**src/rtl/seg7_pkg.sv**
```systemverilog
// Shared constants, glyph table and decode helper
// for the four-digit seven-segment display blocks.
package seg7_pkg;

  localparam logic [6:0] SEG_BLANK = 7'h7F;
  localparam logic [3:0] AN_OFF    = 4'hF;

  localparam logic [6:0] GLYPH_0 = 7'b1000000;
  localparam logic [6:0] GLYPH_1 = 7'b1111001;
  localparam logic [6:0] GLYPH_2 = 7'b0100100;
  localparam logic [6:0] GLYPH_3 = 7'b0110000;
  localparam logic [6:0] GLYPH_4 = 7'b0011001;
  localparam logic [6:0] GLYPH_5 = 7'b0010010;
  localparam logic [6:0] GLYPH_6 = 7'b0000010;
  localparam logic [6:0] GLYPH_7 = 7'b1111000;
  localparam logic [6:0] GLYPH_8 = 7'b0000000;
  localparam logic [6:0] GLYPH_9 = 7'b0010000;
  localparam logic [6:0] GLYPH_A = 7'b0001000;
  localparam logic [6:0] GLYPH_B = 7'b0000011;
  localparam logic [6:0] GLYPH_C = 7'b1000110;
  localparam logic [6:0] GLYPH_D = 7'b0100001;
  localparam logic [6:0] GLYPH_E = 7'b0000110;
  localparam logic [6:0] GLYPH_F = 7'b0001110;

  typedef enum logic {
    ST_BLANK,
    ST_DRIVE
  } scan_state_t;

  function automatic logic [6:0] hex_to_seg(
    input logic [3:0] nibble
  );
    logic [6:0] s;
    unique case (nibble)
      4'h0: s = GLYPH_0;
      4'h1: s = GLYPH_1;
      4'h2: s = GLYPH_2;
      4'h3: s = GLYPH_3;
      4'h4: s = GLYPH_4;
      4'h5: s = GLYPH_5;
      4'h6: s = GLYPH_6;
      4'h7: s = GLYPH_7;
      4'h8: s = GLYPH_8;
      4'h9: s = GLYPH_9;
      4'hA: s = GLYPH_A;
      4'hB: s = GLYPH_B;
      4'hC: s = GLYPH_C;
      4'hD: s = GLYPH_D;
      4'hE: s = GLYPH_E;
      4'hF: s = GLYPH_F;
    endcase
    return s;
  endfunction

endpackage

```
**src/rtl/seg7_scan_ctrl_if.sv**
```systemverilog
// Display bundle: digit data/enables in,
// multiplexed anode/segment pins out.
interface seg7_scan_ctrl_if;

  logic [15:0] digits_in;
  logic [3:0]  dp_in;
  logic [3:0]  digit_en;
  logic [3:0]  an;
  logic [6:0]  seg;
  logic        dp;
  logic        slot_tick;

  modport master (
    output digits_in,
    output dp_in,
    output digit_en,
    input  an,
    input  seg,
    input  dp,
    input  slot_tick
  );

  modport slave (
    input  digits_in,
    input  dp_in,
    input  digit_en,
    output an,
    output seg,
    output dp,
    output slot_tick
  );

endinterface

```
**src/rtl/seg7_hex_decode.sv**
```systemverilog
// Combinational hex nibble to active-low
// {g..a} segment pattern.
module seg7_hex_decode
  import seg7_pkg::*;
(
  input  logic [3:0] nibble,
  output logic [6:0] seg
);

  assign seg = hex_to_seg(nibble);

endmodule

```
**src/rtl/seg7_scan_ctrl.sv**
```systemverilog
// Four-digit common-anode scan controller
// with per-slot dead time on clk_50mhz.
module seg7_scan_ctrl
  import seg7_pkg::*;
#(
  parameter int SLOT_CYCLES  = 100000,
  parameter int BLANK_CYCLES = 1000
) (
  input  logic              clk_50mhz,
  input  logic              rst,
  seg7_scan_ctrl_if.slave   bus
);

  localparam int CW =
    (SLOT_CYCLES > 1) ? $clog2(SLOT_CYCLES) : 1;
  localparam logic [CW-1:0] CNT_LAST =
    CW'(SLOT_CYCLES - 1);
  localparam logic [CW-1:0] BLANK_END =
    CW'(BLANK_CYCLES);

  if (BLANK_CYCLES < 1 ||
      BLANK_CYCLES >= SLOT_CYCLES) begin : g_bad_blank
    $error("seg7_scan_ctrl: BLANK_CYCLES out of range");
  end

  logic [CW-1:0] cnt;
  logic [CW-1:0] cnt_next;
  logic [1:0]    idx;
  logic [1:0]    idx_next;
  logic          wrap;
  logic [3:0]    nibble;
  logic [6:0]    glyph;
  logic          en_q;
  scan_state_t   state;

  always_comb begin
    wrap     = (cnt == CNT_LAST);
    cnt_next = wrap ? '0 : cnt + 1'b1;
    idx_next = wrap ? idx + 2'd1 : idx;
    nibble   = bus.digits_in[4*idx_next +: 4];
  end

  seg7_hex_decode u_dec (
    .nibble (nibble),
    .seg    (glyph)
  );

  // Inputs are sampled only at the slot wrap so
  // the pins hold steady for the whole slot.
  always_ff @(posedge clk_50mhz) begin
    if (rst) begin
      cnt           <= CNT_LAST;
      idx           <= 2'd3;
      en_q          <= 1'b0;
      state         <= ST_BLANK;
      bus.an        <= AN_OFF;
      bus.seg       <= SEG_BLANK;
      bus.dp        <= 1'b1;
      bus.slot_tick <= 1'b0;
    end else begin
      cnt           <= cnt_next;
      idx           <= idx_next;
      bus.slot_tick <= wrap;
      if (wrap) begin
        en_q   <= bus.digit_en[idx_next];
        state  <= ST_BLANK;
        bus.an <= AN_OFF;
        if (bus.digit_en[idx_next]) begin
          bus.seg <= glyph;
          bus.dp  <= ~bus.dp_in[idx_next];
        end else begin
          bus.seg <= SEG_BLANK;
          bus.dp  <= 1'b1;
        end
      end else if (state == ST_BLANK &&
                   cnt_next == BLANK_END) begin
        state  <= ST_DRIVE;
        bus.an <= en_q ? ~(4'b0001 << idx) : AN_OFF;
      end
    end
  end

endmodule

```
**src/flat_wrapper.sv**
```systemverilog
// flat-port wrapper written by rule: the top's interface ports become plain ports
module seg7_scan_ctrl_flat import seg7_pkg::*;
#(
  parameter int SLOT_CYCLES  = 100000,
  parameter int BLANK_CYCLES = 1000
)
  (clk_50mhz, rst, bus_digits_in, bus_dp_in, bus_digit_en, bus_an, bus_seg, bus_dp, bus_slot_tick);
  seg7_scan_ctrl_if bus_i ();
  input  logic clk_50mhz;
  input  logic rst;
  input wire logic [$bits(bus_i.digits_in)-1:0] bus_digits_in;
  input wire logic [$bits(bus_i.dp_in)-1:0] bus_dp_in;
  input wire logic [$bits(bus_i.digit_en)-1:0] bus_digit_en;
  output wire logic [$bits(bus_i.an)-1:0] bus_an;
  output wire logic [$bits(bus_i.seg)-1:0] bus_seg;
  output wire logic [$bits(bus_i.dp)-1:0] bus_dp;
  output wire logic [$bits(bus_i.slot_tick)-1:0] bus_slot_tick;
  assign bus_i.digits_in = bus_digits_in;
  assign bus_i.dp_in = bus_dp_in;
  assign bus_i.digit_en = bus_digit_en;
  assign bus_an = bus_i.an;
  assign bus_seg = bus_i.seg;
  assign bus_dp = bus_i.dp;
  assign bus_slot_tick = bus_i.slot_tick;
  seg7_scan_ctrl #(.SLOT_CYCLES(SLOT_CYCLES), .BLANK_CYCLES(BLANK_CYCLES)) u_core (.clk_50mhz(clk_50mhz), .rst(rst), .bus(bus_i));
endmodule
```
**config.mk**
```make
export PLATFORM = sky130hd
export DESIGN_NAME = seg7_scan_ctrl_flat
export DESIGN_NICKNAME = d
export VERILOG_FILES = /design/src/rtl/seg7_pkg.sv /design/src/rtl/seg7_scan_ctrl_if.sv /design/src/rtl/seg7_hex_decode.sv /design/src/rtl/seg7_scan_ctrl.sv /design/src/flat_wrapper.sv
export SDC_FILE = /design/constraint.sdc
export NUM_CORES = 1
export LEC_CHECK = 0
export ABC_AREA = 0
export BUFFER_PORTS_ARGS = -buffer_cell sky130_fd_sc_hd__buf_2
export CAP_MARGIN = 30
export CORE_MARGIN = 3
export CORE_UTILIZATION = 25
export DETAILED_ROUTE_END_ITERATION = 12
export PLACE_DENSITY = 0.53
export SLEW_MARGIN = 20
export SYNTH_ARGS = -nofsm -noshare
export SYNTH_HDL_FRONTEND = slang
export SYNTH_SLANG_ARGS = --single-unit
export TNS_END_PERCENT = 10
```
**constraint.sdc**
```tcl
create_clock -name clk_50mhz -period 4.2 [get_ports clk_50mhz]
set_input_delay 0.21 -clock clk_50mhz [delete_from_list [all_inputs] [get_ports clk_50mhz]]
set_output_delay 0.21 -clock clk_50mhz [all_outputs]
set_load 0.02 [all_outputs]
```
==> impl_metrics.toml <==
[run_status]
outcome = "completed"

[synthesis]
netlist_instances = 287
synth_flop_cell = "dfxtp_1"
synth_fp_nets = 324
ys_ff_latch = 34
async_flop_share_pct = 0
ys_seq_area_share_pct = 27.8
synth-compound-area-share_pct = 19.5
synth-xor-area-share_pct = 5.72
synth_top_family_by_area = "simple AND/OR/NAND/NOR gates"
synth-simple-area-share_pct = 26.0
ys.warnings.count = 0
syn_area_per_cell_um2 = 8.54
synth-edff-count = 0
muxShareOfSynthArea_pct = 10.8
synthesis.area_mm2 = 0.00245
ys_types = 62
yosys.area_share.adder_pct = 5.62

[global_routing]
track_usage_pct = 12.0
antenna_found_initial = 0
grt_pass1_vias = 2290
grt-ovfl-total = 0
grt_max_degree = 21
grt_first_pass_wirelength_um = 10900

[floorplan]
dieArea_mm2 = 0.0110
rows = 35
ios = 39
die_x_um = 105
die_h_um = 105
core_area_mm2 = 0.00937
initial_core_util_pct = 26.1

[critical_path]
cp.arrival_ns = 3.61
worstSetupPathType = "flop to flop"
worstPathCellList = "ha_1 -> and4_1 -> buf_4 -> nand2_1 -> nor2_4 -> mux2i_1 -> inv_1 -> ha_1 -> nand2_1 -> nand3_1 -> a211oi_1 -> a211oi_1"
cp_top_family = "simple AND/OR/NAND/NOR gates"
start_kind = "flop"
cp-end-kind = "flop"
path_buf_inv = 2
cp_slowest_cell = "dfxtp_1"
crit_fanout = 13
required_ns = 4.36
critPathMaxStageDelay_ns = 0.51

[power_and_ir_drop]
ir_worst_vdd_mv = 0.283
clockPowerShare_pct = 11.3
intPower_mw = 1.08
cellLeakagePower_nw = 1.05
p_per_area_mw_per_mm2 = 749
switching_share_pct = 48.8
p_switching_mw = 1.03
comb_power_share_pct = 63.7
seqPwrFrac_pct = 25.0

[sta]
fin_tns_setup_ns = 0
setup_viol = 0
rsz0062_at_grt = "false"
worst_pin_slew_ns = 0.715
finalHoldViolations = 0
max_clock_freq_mhz = 290
finalMaxSlewViolations = 0
period_share_pct = 82.0
finClkSkew_ns = 0.00958
slew_headroom_pct = 51.9
whs_ns = 0.273
period_needed_ns = 3.45

[routing]
drc = 0
dr_wl_met3_um = 230
drt-initial-drc-count = 79
wl_per_cell_um = 14.1
highest_layer = "met4"
wl_met1_um = 2970
dr_wl_met2_um = 3000
ant_nets = 0
wl_um = 6280
first_pass_iters = 4
num_vias = 2243
via_per_inst = 5.03

[place]
io_buffers = 38
dpl.hpwl_um = 4800
gp_congestion = 0.876

[cts]
cts_root_buffer = "clkbuf_8"
clkLatencyLatePin_ns = 0.29
cts_sinks = 34
postCtsSetupBuffers = 0
htreeDepth = 2
clockBufferDepth = 2
cts_resized = 0
cts-hold-fix-buffers = 0
numCtsBuffers = 5
path_clk_slew_ns = 0.07
tritoncts = "built"

[finish]
fin_util_pct = 30.1
area_growth_pct = 15.2
nets = 355
diodes = 0
n_fill_cell = 1029
drive_gt1_share_pct = 20.8

[worst_hold_path]
hold_class = "input pin to flop"

[flow_run]
maxCapViolCount = 0
## power by group through the flow
stage,Sequential (mW),Clock [mW],Combinational [mW]
finish,0.528,0.239,1.35
global route,0.548,0.259,1.51
CTS,0.525,0.248,1.35
detailed placement,0.531,0,1.34
global placement,0.532,0,1.33
floorplan,0.519,0,1.07
## through the flow
stage / cells / area (um2) / setup slack (ns) / power, mW
3_3_place_gp: 440 / 2740 / 0.953 / 1.87
4_1_cts: 446 / 2820 / 0.798 / 2.12
6_report: 446 / 2820 / 0.755 / 2.12
5_1_grt: 446 / 2820 / 0.414 / 2.32
2_1_floorplan: 287 / 2450 / 1.01 / 1.59
3_5_place_dp: 440 / 2740 / 0.807 / 1.87
## state kept, by name, indices dropped and copies added, names as in the netlist
| register | cells |
|---|---|
| u_core.bus.seg | 7 |
| u_core.cnt | 17 |
| u_core.bus.an | 4 |
| u_core.idx | 2 |
| u_core.en_q | 1 |
| u_core.bus.slot_tick | 1 |
| u_core.bus.dp | 1 |
| u_core.state | 1 |
## final timing paths
kind | startpoint | endpoint | slack (ns) | cells past startpoint
max | u_core.cnt[1] | u_core.bus.seg[3] | 0.75 | 12
min | bus_dp_in[1] | u_core.bus.dp | 0.27 | 4
max reg2reg | u_core.cnt[1] | u_core.bus.seg[3] | 0.75 | 12
min reg2reg | u_core.bus.seg[1] | u_core.bus.seg[1] | 0.47 | 1
## layout make-up
type / count / area, um2 / area share, %
clock buffer: 6 / 82.6 / 2.93
inverter: 8 / 30.0 / 1.06
multi-input combinational: 228 / 1660 / 58.6
sequential: 34 / 681 / 24.1
tap: 129 / 161 / 5.72
timing repair buffer: 41 / 213 / 7.54
## Yosys cell counts, types with 2 or more instances
library cell	number	area, um2
ha_1	11	138
xor2_1	7	61.3
nand2b_1	4	25.0
and2_1	3	18.8
o31ai_1	2	15.0
nor2b_1	4	25.0
nand3_1	11	55.1
xnor2_1	9	78.8
mux2i_1	5	50.1
buf_2	3	15.0
inv_1	8	30.0
nand4_1	5	31.3
buf_6	2	22.5
and4b_1	2	20.0
o32a_1	2	20.0
nor3_1	3	15.0
a21oi_1	13	65.1
or3_1	5	31.3
o211ai_1	3	22.5
o21ai_0	11	55.1
and3_1	2	12.5
nor4_1	9	56.3
mux4_2	9	203
o22a_1	2	17.5
nor2_1	23	86.3
clkbuf_1	10	37.5
a211oi_1	4	30.0
o22ai_1	2	12.5
a31oi_1	9	56.3
dfxtp_1	34	681
nand2_1	28	105
nand3b_1	2	15.0
a21o_1	6	45.0
or2_2	2	12.5
o21bai_1	4	30.0
or3b_2	2	17.5
## cell families after synthesis
family	Yosys count
compound gates	70
xor+xnor	16
fa+ha+maj	11
buf+inv	25
flops	34
mux	15
simple gates	116
## worst reg2reg max path: stages, from the launching register on
cell and delay, ns:
dfxtp_1 0.51, ha_1 0.34, and4_1 0.22, buf_4 0.18, nand2_1 0.29, nor2_4 0.42, mux2i_1 0.50, inv_1 0.16
ha_1 0.28, nand2_1 0.08, nand3_1 0.08, a211oi_1 0.22, a211oi_1 0.07
## per-layer routing
metal / up-vias / track usage [%]
met4: 0 / 4.22
met2: 45 / 20.2
met5: - / 0
met3: 7 / 2.59
met1: 1070 / 15.2
li1: 1121 / -
## cells in the final DEF, fill, tap and decap left out, types with 5 or more instances in the layout
cell,n
or3_1,5
inv_1,8
clkbuf_8,6
mux2i_1,5
mux4_2,9
dfxtp_1,34
nand3_1,11
xor2_1,7
nand4_1,5
nor4_1,9
o21ai_0,11
nand2_1,28
ha_1,11
buf_2,38
nor2_1,23
a21o_1,6
xnor2_1,9
a21oi_1,13
a31oi_1,9
Power figures use the tool's default switching activity.
